## config.mk

```make
export PLATFORM = sky130hd
export DESIGN_NAME = rvfi_cover_monitor
export DESIGN_NICKNAME = d
export VERILOG_FILES = /design/src/rtl/rvfi_cov_pkg.sv /design/src/rtl/rvfi_cov_classify.sv /design/src/rtl/rvfi_cover_monitor.sv
export SDC_FILE = /design/constraint.sdc
export NUM_CORES = 1
export LEC_CHECK = 0
export CORE_ASPECT_RATIO = 0.9
export CORE_UTILIZATION = 55
export CTS_CLUSTER_SIZE = 12
export DETAILED_ROUTE_END_ITERATION = 6
export DONT_BUFFER_PORTS = 1
export PLACE_DENSITY = 0.7
export SYNTH_ARGS = -nofsm -noshare
export SYNTH_HDL_FRONTEND = slang
export SYNTH_HIERARCHICAL = 1
export SYNTH_SLANG_ARGS = --single-unit
```

## constraint.sdc

```tcl
create_clock -name clk -period 7.54 [get_ports clk]
set_input_delay 1.508 -clock clk [delete_from_list [all_inputs] [get_ports clk]]
set_output_delay 1.508 -clock clk [all_outputs]
set_load 0.01 [all_outputs]
```

## src/rtl/rvfi_cov_pkg.sv

```systemverilog
// rvfi_cov_pkg: shared category encoding and helpers for the RVFI coverage monitor.
package rvfi_cov_pkg;

    localparam int NCAT      = 6;
    localparam int CAT_LOAD  = 0;
    localparam int CAT_STORE = 1;
    localparam int CAT_LONG  = 2;
    localparam int CAT_COMPR = 3;
    localparam int CAT_XFER  = 4;
    localparam int CAT_TRAP  = 5;

    function automatic int unsigned popcount(input logic [63:0] v);
        popcount = 0;
        for (int i = 0; i < 64; i++) popcount += 32'(v[i]);
    endfunction

endpackage

```

## src/rtl/rvfi_cov_classify.sv

```systemverilog
// rvfi_cov_classify: combinational category hit vector for one RVFI retirement lane.
module rvfi_cov_classify
    import rvfi_cov_pkg::*;
#(
    parameter int XLEN = 32,
    parameter int ILEN = 32
) (
    input  logic              valid_i,
    input  logic [ILEN-1:0]   insn_i,
    input  logic              trap_i,
    input  logic [XLEN-1:0]   pc_rdata_i,
    input  logic [XLEN-1:0]   pc_wdata_i,
    input  logic [XLEN/8-1:0] rmask_i,
    input  logic [XLEN/8-1:0] wmask_i,
    output logic [NCAT-1:0]   hit_o
);

    logic            long_insn;
    logic [XLEN-1:0] pc_seq;
    logic            unused_insn;

    assign long_insn   = insn_i[1:0] == 2'b11;
    assign unused_insn = ^insn_i[ILEN-1:2];
    // Sequential successor wraps modulo 2^XLEN, so a wrapped fall-through is not a transfer.
    assign pc_seq      = pc_rdata_i + (long_insn ? XLEN'(4) : XLEN'(2));

    always_comb begin
        hit_o            = '0;
        hit_o[CAT_LOAD]  = valid_i && rmask_i != '0;
        hit_o[CAT_STORE] = valid_i && wmask_i != '0;
        hit_o[CAT_LONG]  = valid_i && long_insn;
        hit_o[CAT_COMPR] = valid_i && !long_insn;
        hit_o[CAT_XFER]  = valid_i && !trap_i && pc_wdata_i != pc_seq;
        hit_o[CAT_TRAP]  = valid_i && trap_i;
    end

endmodule

```

## src/rtl/rvfi_cover_monitor.sv

```systemverilog
// rvfi_cover_monitor: saturating per-category retirement counters, goal flags,
// first-goal cycle capture and sticky rvfi_order sequencing check.
module rvfi_cover_monitor
    import rvfi_cov_pkg::*;
#(
    parameter int NRET  = 1,
    parameter int XLEN  = 32,
    parameter int ILEN  = 32,
    parameter int CNT_W = 16,
    parameter int CYC_W = 32
) (
    input  logic                     clk,
    input  logic                     resetn,
    input  logic                     clear,
    input  logic                     enable,
    input  logic [NRET-1:0]          rvfi_valid,
    input  logic [64*NRET-1:0]       rvfi_order,
    input  logic [ILEN*NRET-1:0]     rvfi_insn,
    input  logic [NRET-1:0]          rvfi_trap,
    input  logic [XLEN*NRET-1:0]     rvfi_pc_rdata,
    input  logic [XLEN*NRET-1:0]     rvfi_pc_wdata,
    input  logic [XLEN/8*NRET-1:0]   rvfi_mem_rmask,
    input  logic [XLEN/8*NRET-1:0]   rvfi_mem_wmask,
    input  logic [CNT_W*NCAT-1:0]    threshold,
    output logic [CNT_W*NCAT-1:0]    count,
    output logic [NCAT-1:0]          cat_hit,
    output logic                     all_hit,
    output logic [CYC_W-1:0]         hit_cycle,
    output logic                     hit_seen,
    output logic                     order_err
);

    logic [NRET-1:0][NCAT-1:0]  lane_hit;
    logic [NCAT-1:0][CNT_W-1:0] cnt_q, cnt_d;
    logic [NCAT-1:0]            cat_q, cat_d;
    logic                       all_q, hseen_q, err_q, bad;
    logic [CYC_W-1:0]           cyc_q, cyc_d, hcyc_q;
    logic [63:0]                exp_q, exp_d, last_ord;

    for (genvar k = 0; k < NRET; k++) begin : g_lane
        rvfi_cov_classify #(.XLEN(XLEN), .ILEN(ILEN)) u_classify (
            .valid_i   (rvfi_valid[k]),
            .insn_i    (rvfi_insn[k*ILEN +: ILEN]),
            .trap_i    (rvfi_trap[k]),
            .pc_rdata_i(rvfi_pc_rdata[k*XLEN +: XLEN]),
            .pc_wdata_i(rvfi_pc_wdata[k*XLEN +: XLEN]),
            .rmask_i   (rvfi_mem_rmask[k*(XLEN/8) +: XLEN/8]),
            .wmask_i   (rvfi_mem_wmask[k*(XLEN/8) +: XLEN/8]),
            .hit_o     (lane_hit[k])
        );
    end

    for (genvar c = 0; c < NCAT; c++) begin : g_cat
        logic [63:0]    col;
        logic [CNT_W:0] sum;
        always_comb begin
            col = '0;
            for (int l = 0; l < NRET; l++) col[l] = lane_hit[l][c];
        end
        assign sum      = {1'b0, cnt_q[c]} + (CNT_W+1)'(popcount(col));
        assign cnt_d[c] = !enable ? cnt_q[c] : sum[CNT_W] ? '1 : sum[CNT_W-1:0];
        assign cat_d[c] = cnt_q[c] >= threshold[c*CNT_W +: CNT_W];
    end

    assign cyc_d = &cyc_q ? cyc_q : cyc_q + CYC_W'(1);

    // After a violation the tracker follows the core again from its highest valid lane.
    always_comb begin
        bad      = 1'b0;
        last_ord = '0;
        for (int l = 0; l < NRET; l++) begin
            if (rvfi_valid[l]) begin
                bad      = bad | (rvfi_order[l*64 +: 64] != exp_q + 64'(l));
                last_ord = rvfi_order[l*64 +: 64];
            end
        end
        for (int l = 1; l < NRET; l++) bad = bad | (rvfi_valid[l] & ~rvfi_valid[l-1]);
        exp_d = bad ? last_ord + 64'd1 : exp_q + 64'(popcount(64'(rvfi_valid)));
    end

    always_ff @(posedge clk) begin
        if (!resetn || clear) begin
            cnt_q   <= '0;
            cat_q   <= '0;
            all_q   <= 1'b0;
            cyc_q   <= '0;
            hcyc_q  <= '0;
            hseen_q <= 1'b0;
            err_q   <= 1'b0;
            exp_q   <= '0;
        end else begin
            cnt_q <= cnt_d;
            cat_q <= cat_d;
            all_q <= &cat_d;
            cyc_q <= cyc_d;
            if (!hseen_q && &cat_d) begin
                hcyc_q  <= cyc_d;
                hseen_q <= 1'b1;
            end
            err_q <= err_q | bad;
            exp_q <= exp_d;
        end
    end

    assign count     = cnt_q;
    assign cat_hit   = cat_q;
    assign all_hit   = all_q;
    assign hit_cycle = hcyc_q;
    assign hit_seen  = hseen_q;
    assign order_err = err_q;

endmodule

```

==> impl_metrics.py, run 1 <==
metrics = {
    "synthesis": {
        "synth_area_leader_cell": "dfxtp_1",
        "synth_area_per_cell_um2": 8.172,
        "syn_inst": 2050,
        "synth-edff-count": 0,
        "yosysWarnings": 6,
        "synth_ff_type": "dfxtp_1",
        "synth_area_leaders": "dfxtp_1 (28%), xnor2_1 (10%), ha_1 (8.4%)",
        "synth-seq-cells": 233,
        "synth_top_area_share_pct": 27.84,
        "async_flop_share_pct": 0,
        "synth_nets": 2433,
        "synth_area_um2": 16750,
        "ys_seq_area_share_pct": 27.84,
        "yosysUniqueCellTypes": 80,
    },
    "cts": {
        "cts_tree": "built",
        "insertion_delay_ps": 550,
        "cts_num_sinks": 233,
        "htree_num_levels": 1,
        "clkSlewWorstSetupHoldPaths_ps": 60,
        "hold_buffers": 0,
        "cts_buffers": 26,
        "cts_setup_buffers": 0,
        "clockBufferDepth": 3,
        "cts_resized": 0,
        "cts_root_buf": "clkbuf_16",
    },
    "route": {
        "first_pass_iters": 5,
        "drc": 0,
        "ant_nets": 0,
        "wl_per_cell_um": 18.85,
        "num_vias": 14920,
        "routed_wl_um": 45670,
        "via_per_inst": 6.158,
        "drtIter0Drc": 938,
    },
    "timing": {
        "rsz0062_at_grt": "no",
        "timing.fmax_mhz": 199.9,
        "final-hold-violation-count": 0,
        "slew_violations": 0,
        "tns_ps": 0,
        "fin_worst_skew_ps": 15.09,
        "fin_crit_sh_pct": 66.35,
        "maxSlewHeadroom_pct": 28.65,
        "finalSetupViolCount": 0,
        "finalWorstPathRequiredPeriod_ps": 5003,
        "max_slew.worst_pin.slew_ps": 1070,
    },
    "floorplan": {
        "die_h_um": 167.6,
        "fp.dieArea_um2": 31160,
        "io_pins": 407,
        "start_util_pct": 55.93,
        "std_cell_rows": 60,
        "fp.dieW_um": 186.0,
        "core-area_um2": 29950,
    },
    "hold_path": {
        "holdPathStages": 2,
        "hold_path.startpoint": "hit_cycle[1]$_SDFFE_PP0P_",
        "hold_class": "flop to flop",
    },
    "cells_and_area": {
        "syn2layout_area_growth_pct": 6.049,
        "antenna_cells": 0,
        "fill_cells": 2768,
        "final_layout_size_suffix_gt1_share_pct": 6.733,
        "finalNetCount": 2385,
        "final_cells": 2423,
    },
    "place": {
        "dp.cells": 2377,
        "port_buffers": 0,
        "gp_congestion": 0.9213,
        "hpwlAfterDp_um": 34510,
    },
    "setup_path": {
        "endpoint_kind": "flop",
        "reg2reg_depth": 9,
        "crit_path_start_kind": "primary input",
        "r2r_slack_ps": 3660,
        "cp.required_ps": 7980,
        "crit_fanout": 11,
        "setup.worst_path.start": "rvfi_insn[0]",
        "worstReg2RegStart": "count[16]$_SDFFE_PP0P_",
        "critPathArrivalTime_ps": 5450,
        "path_class": "primary input to flop",
    },
    "power_and_ir_drop": {
        "leakage_nw": 6.741,
        "peakVddDrop_uv": 163.5,
        "p_per_area_nw_per_um2": 156.9,
    },
    "grt": {
        "grt_pass1_vias": 13655,
        "antenna_found_initial": 0,
        "grt_usage_pct": 28.17,
        "grt_first_pass_wirelength_um": 71070,
        "grt-ovfl-total": 0,
        "grt_max_degree": 93,
    },
    "run": {
        "max_cap_violations": 0,
    },
    "status": {
        "outcome": "finished, final reports clean",
    },
}
==> cell usage after synthesis (49+ instances only) <==
cell / count
nor3_1: 71
inv_1: 129
xor2_1: 107
nand3_1: 127
nor2_1: 147
xnor2_1: 191
nand2_1: 144
ha_1: 113
dfxtp_1: 233
nand4_1: 113
and3_1: 49
a21oi_1: 123
a211oi_1: 58
clkbuf_1: 62
==> registers in the layout (all words and copies together), names as in the netlist <==
register,count
all_hit,1
count,96
exp_q,64
hit_seen,1
cat_hit,6
hit_cycle,32
order_err,1
cyc_q,32
==> report_power, final <==
group	switching, W	internal (W)
logic	0.000134	0.000111
registers	0.0000256	0.00125
clock network	0.000521	0.000747
total	0.000681	0.00211
==> worst max-delay path, cell delays in order <==
cell,delay [ps]
nand2_1,90
xnor2_1,200
ha_1,200
a31o_2,180
nand4_1,260
nor3_1,260
mux2_2,350
o211ai_1,290
a2111oi_2,70
a21oi_1,360
ha_1,240
ha_1,160
nand2_1,100
nor2_1,230
and3_1,300
nand2_1,70
or2_2,410
a21oi_1,160
==> cells by family after synthesis <==
| kind of cell | synth area share [%] |
|---|---|
| simple gates | 26.53 |
| flops | 27.84 |
| fa+ha+maj | 8.439 |
| mux | 3.906 |
| buf+inv | 5.310 |
| xor+xnor | 15.58 |
| compound gates | 12.40 |
==> metrics by stage <==
step / worst slack [ps] / hold WS, ps / power (W) / cell area, um^2 / utilization, %
2_1_floorplan: 2639 / 469.6 / 0.001498 / 16750 / -
3_3_place_gp: 2151 / 503.1 / 0.001535 / 16910 / 56.47
3_5_place_dp: 2046 / 508.4 / 0.001542 / 16910 / 56.47
4_1_cts: 2592 / 525.4 / 0.002812 / 17770 / 59.32
5_1_grt: 2197 / 571.0 / 0.002888 / 17770 / 59.32
6_report: 2537 / 520.4 / 0.002788 / 17770 / 59.32
==> layout make-up <==
type | instances | area [um^2] | share of cell area (%)
clock inverter | 6 | 70.07 | 0.3944
multi-input combinational | 1607 | 11220 | 63.17
sequential | 233 | 4664 | 26.25
clock buffer | 40 | 783.3 | 4.408
tap | 403 | 504.2 | 2.838
inverter | 129 | 484.2 | 2.725
timing repair buffer | 5 | 37.54 | 0.2113
==> metal layers <==
metal | part of all wire (%) | track usage [%] | up-vias
li1 | - | - | 7269
met4 | 2.9 | 8.731 | 0
met5 | 0 | 0 | -
met2 | 46 | 44.97 | 566
met1 | 42 | 36.04 | 6999
met3 | 9.8 | 8.634 | 86
==> final timing paths <==
path                                                  end
worst max-delay path               count[72]$_SDFFE_PP0P_
worst min-delay path            hit_cycle[1]$_SDFFE_PP0P_
worst max register to register  hit_cycle[4]$_SDFFE_PP0P_
worst min register to register  hit_cycle[1]$_SDFFE_PP0P_
==> layout by cell type, fill, tap and decap left out, drive strengths merged, types with 5 or more instances in the layout <==
cell type / count
nand3: 128
mux2i: 17
or2: 5
nand4: 115
a211oi: 60
ha: 113
o211ai: 5
and3: 49
clkbuf: 40
a31oi: 16
or3: 16
nor4: 26
nor4b: 9
buf: 5
o221a: 10
and4: 27
a21o: 10
o31a: 5
a21oi: 124
nor2b: 8
inv: 130
nand2b: 8
o31ai: 6
xnor2: 191
o211a: 9
nor3b: 12
nor3: 71
mux2: 34
and2: 50
nor2: 148
nand2: 144
o21ai: 36
xor2: 107
dfxtp: 233
No activity file was read; power rests on OpenSTA's default activity.
==> run 2: changes to the inputs <==
- clock period: 7.54 -> 5.2 ns (I/O delays scaled with it)
==> run 2 against run 1 <==
Effect of this change: worst hold slack gained 11 ps; sequential power grew 46%; clock skew is 1.2 ps lower; critical endpoint unchanged; via count down 0.55%; clock power is 48% higher; utilization rose by 0.18 points; first-iteration DRC count rose by 4.3%; combinational power rose by 46%; clock-buffer cell count is 2 lower; critical path depth is the same; largest power group is now clock.
==> impl_metrics.py, run 2 (same netlist as run 1, synthesis figures left out) <==
metrics = {
    "status": {
        "outcome": "finished, final reports clean",
    },
    "run": {
        "max_cap_violations": 0,
    },
    "timing": {
        "max_slew.worst_pin.slew_ps": 1117,
        "finalWorstPathRequiredPeriod_ps": 4487,
        "timing.fmax_mhz": 222.9,
        "fin_worst_skew_ps": 13.85,
        "maxSlewHeadroom_pct": 25.55,
        "tns_ps": 0,
        "final-hold-violation-count": 0,
        "fin_crit_sh_pct": 86.29,
        "slew_violations": 0,
        "rsz0062_at_grt": "no",
        "worst_hold_slack_ps": 530.9,
        "setup_slack_ps": 713.0,
        "finalSetupViolCount": 0,
    },
    "floorplan": {
        "fp.dieArea_um2": 31160,
        "io_pins": 407,
        "fp.dieW_um": 186.0,
        "die_h_um": 167.6,
        "start_util_pct": 55.93,
        "core-area_um2": 29950,
        "std_cell_rows": 60,
    },
    "cts": {
        "htree_num_levels": 1,
        "cts_tree": "built",
        "clkSlewWorstSetupHoldPaths_ps": 60,
        "insertion_delay_ps": 540,
        "cts_buffers": 26,
        "cts_resized": 0,
        "clockBufferDepth": 3,
        "hold_buffers": 0,
        "cts_root_buf": "clkbuf_16",
        "cts_setup_buffers": 0,
        "cts_num_sinks": 233,
    },
    "grt": {
        "grt_usage_pct": 28.45,
        "grt.met2_usage_pct": 45.83,
        "gr-usage-met3_pct": 8.351,
        "grt_max_degree": 97,
        "grt-ovfl-total": 0,
        "grt.busiest_layer": "met2",
        "use_met1_pct": 36.12,
        "antenna_found_initial": 0,
        "grt_first_pass_wirelength_um": 71850,
        "grt_pass1_vias": 13973,
    },
    "setup_path": {
        "cp_cell_sequence": "nand2_1, xnor2_1, ha_1, a31o_2, nand4_1, nor3_1, mux2_2, o211ai_1, a2111oi_2, a21oi_1, ha_1, ha_1, nand2_1, nor2_1, and3_1, nand2_1, or2_2, a21oi_1",
        "setup.worst_path.start": "rvfi_insn[0]",
        "worstReg2RegStart": "count[16]$_SDFFE_PP0P_",
        "endpoint_kind": "flop",
        "cp_top_family": "simple AND/OR/NAND/NOR gates",
        "critPathArrivalTime_ps": 4920,
        "crit_fanout": 11,
        "cp_slowest_cell": "or2_2",
        "crit_path_start_kind": "primary input",
        "max_stage_delay_ps": 420,
        "crit_buf_inv": 0,
        "cp.required_ps": 5640,
        "path_class": "primary input to flop",
    },
    "cells_and_area": {
        "mostFrequentLayoutCell": "dfxtp_1",
        "fill_cells": 2692,
        "fin_util_pct": 59.49,
        "largest_reg_flops": 96,
        "antenna_cells": 0,
        "finalNetCount": 2387,
        "syn2layout_area_growth_pct": 6.370,
        "mostFrequentLayoutCells": "dfxtp_1 (233), xnor2_1 (191), nor2_1 (147)",
        "final_layout_size_suffix_gt1_share_pct": 6.772,
    },
    "power_and_ir_drop": {
        "peakVddDrop_uv": 214.6,
        "power_w": 0.004079,
        "p_per_area_nw_per_um2": 228.9,
        "netSwitchingFraction_pct": 24.01,
        "combPwrFrac_pct": 8.7,
        "pwr-share-seq_pct": 45.3,
        "intPower_w": 0.003099,
        "leakage_nw": 6.766,
        "pwr-share-clk_pct": 46.0,
        "switching_power_w": 0.0009794,
    },
    "route": {
        "first_pass_iters": 5,
        "via_per_inst": 6.116,
        "num_vias": 14838,
        "routed_wl_um": 45740,
        "ant_nets": 0,
        "drtIter0Drc": 978,
        "wl_per_cell_um": 18.85,
        "drc": 0,
    },
    "place": {
        "hpwlAfterDp_um": 34650,
        "gp_congestion": 0.9302,
        "dpl_worst_slack_ps": 191.4,
        "port_buffers": 0,
    },
    "hold_path": {
        "hold_class": "flop to flop",
        "hold_path.startpoint": "hit_cycle[1]$_SDFFE_PP0P_",
    },
}
run 2: power by group through the flow:
stage,logic [W],clock network (W),registers (W)
floorplan,0.000298,0,0.00187
global placement,0.000345,0,0.00188
detailed placement,0.000353,0,0.00188
CTS,0.000356,0.00191,0.00185
global route,0.000397,0.00199,0.00185
finish,0.000357,0.00188,0.00185
run 2: area by class of cell:
| class | instances | area [um^2] | area share, % |
|---|---|---|---|
| timing repair buffer | 7 | 77.57 | 0.4353 |
| tap | 403 | 504.2 | 2.829 |
| multi-input combinational | 1607 | 11220 | 62.98 |
| inverter | 129 | 484.2 | 2.717 |
| clock buffer | 38 | 735.7 | 4.128 |
| clock inverter | 9 | 131.4 | 0.7372 |
| sequential | 233 | 4664 | 26.17 |
run 2: tightest hold or removal path: stages, from the launching register on:
cell and delay, ps:
dfxtp_1 350, nand2_1 70, mux2i_1 60
run 2: per-stage QoR:
stage | instance area (um^2) | cells
6_report | 17820 | 2426
3_3_place_gp | 16950 | 2379
2_1_floorplan | 16750 | 2050
5_1_grt | 17820 | 2426
3_5_place_dp | 16950 | 2379
4_1_cts | 17820 | 2426
run 2: routing by layer:
layer  vias up  part of all wire, %
met5         -                    0
met4         0                  3.1
met3        99                  9.9
met2       616                   45
met1      6857                   42
li1       7266                    -
run 2: final timing paths:
path,endpoint,depth (start not counted),slack (ps)
max,count[72]$_SDFFE_PP0P_,18,710
min reg2reg,hit_cycle[1]$_SDFFE_PP0P_,2,530
max reg2reg,hit_cycle[6]$_SDFFE_PP0P_,9,1290
min,hit_cycle[1]$_SDFFE_PP0P_,2,530
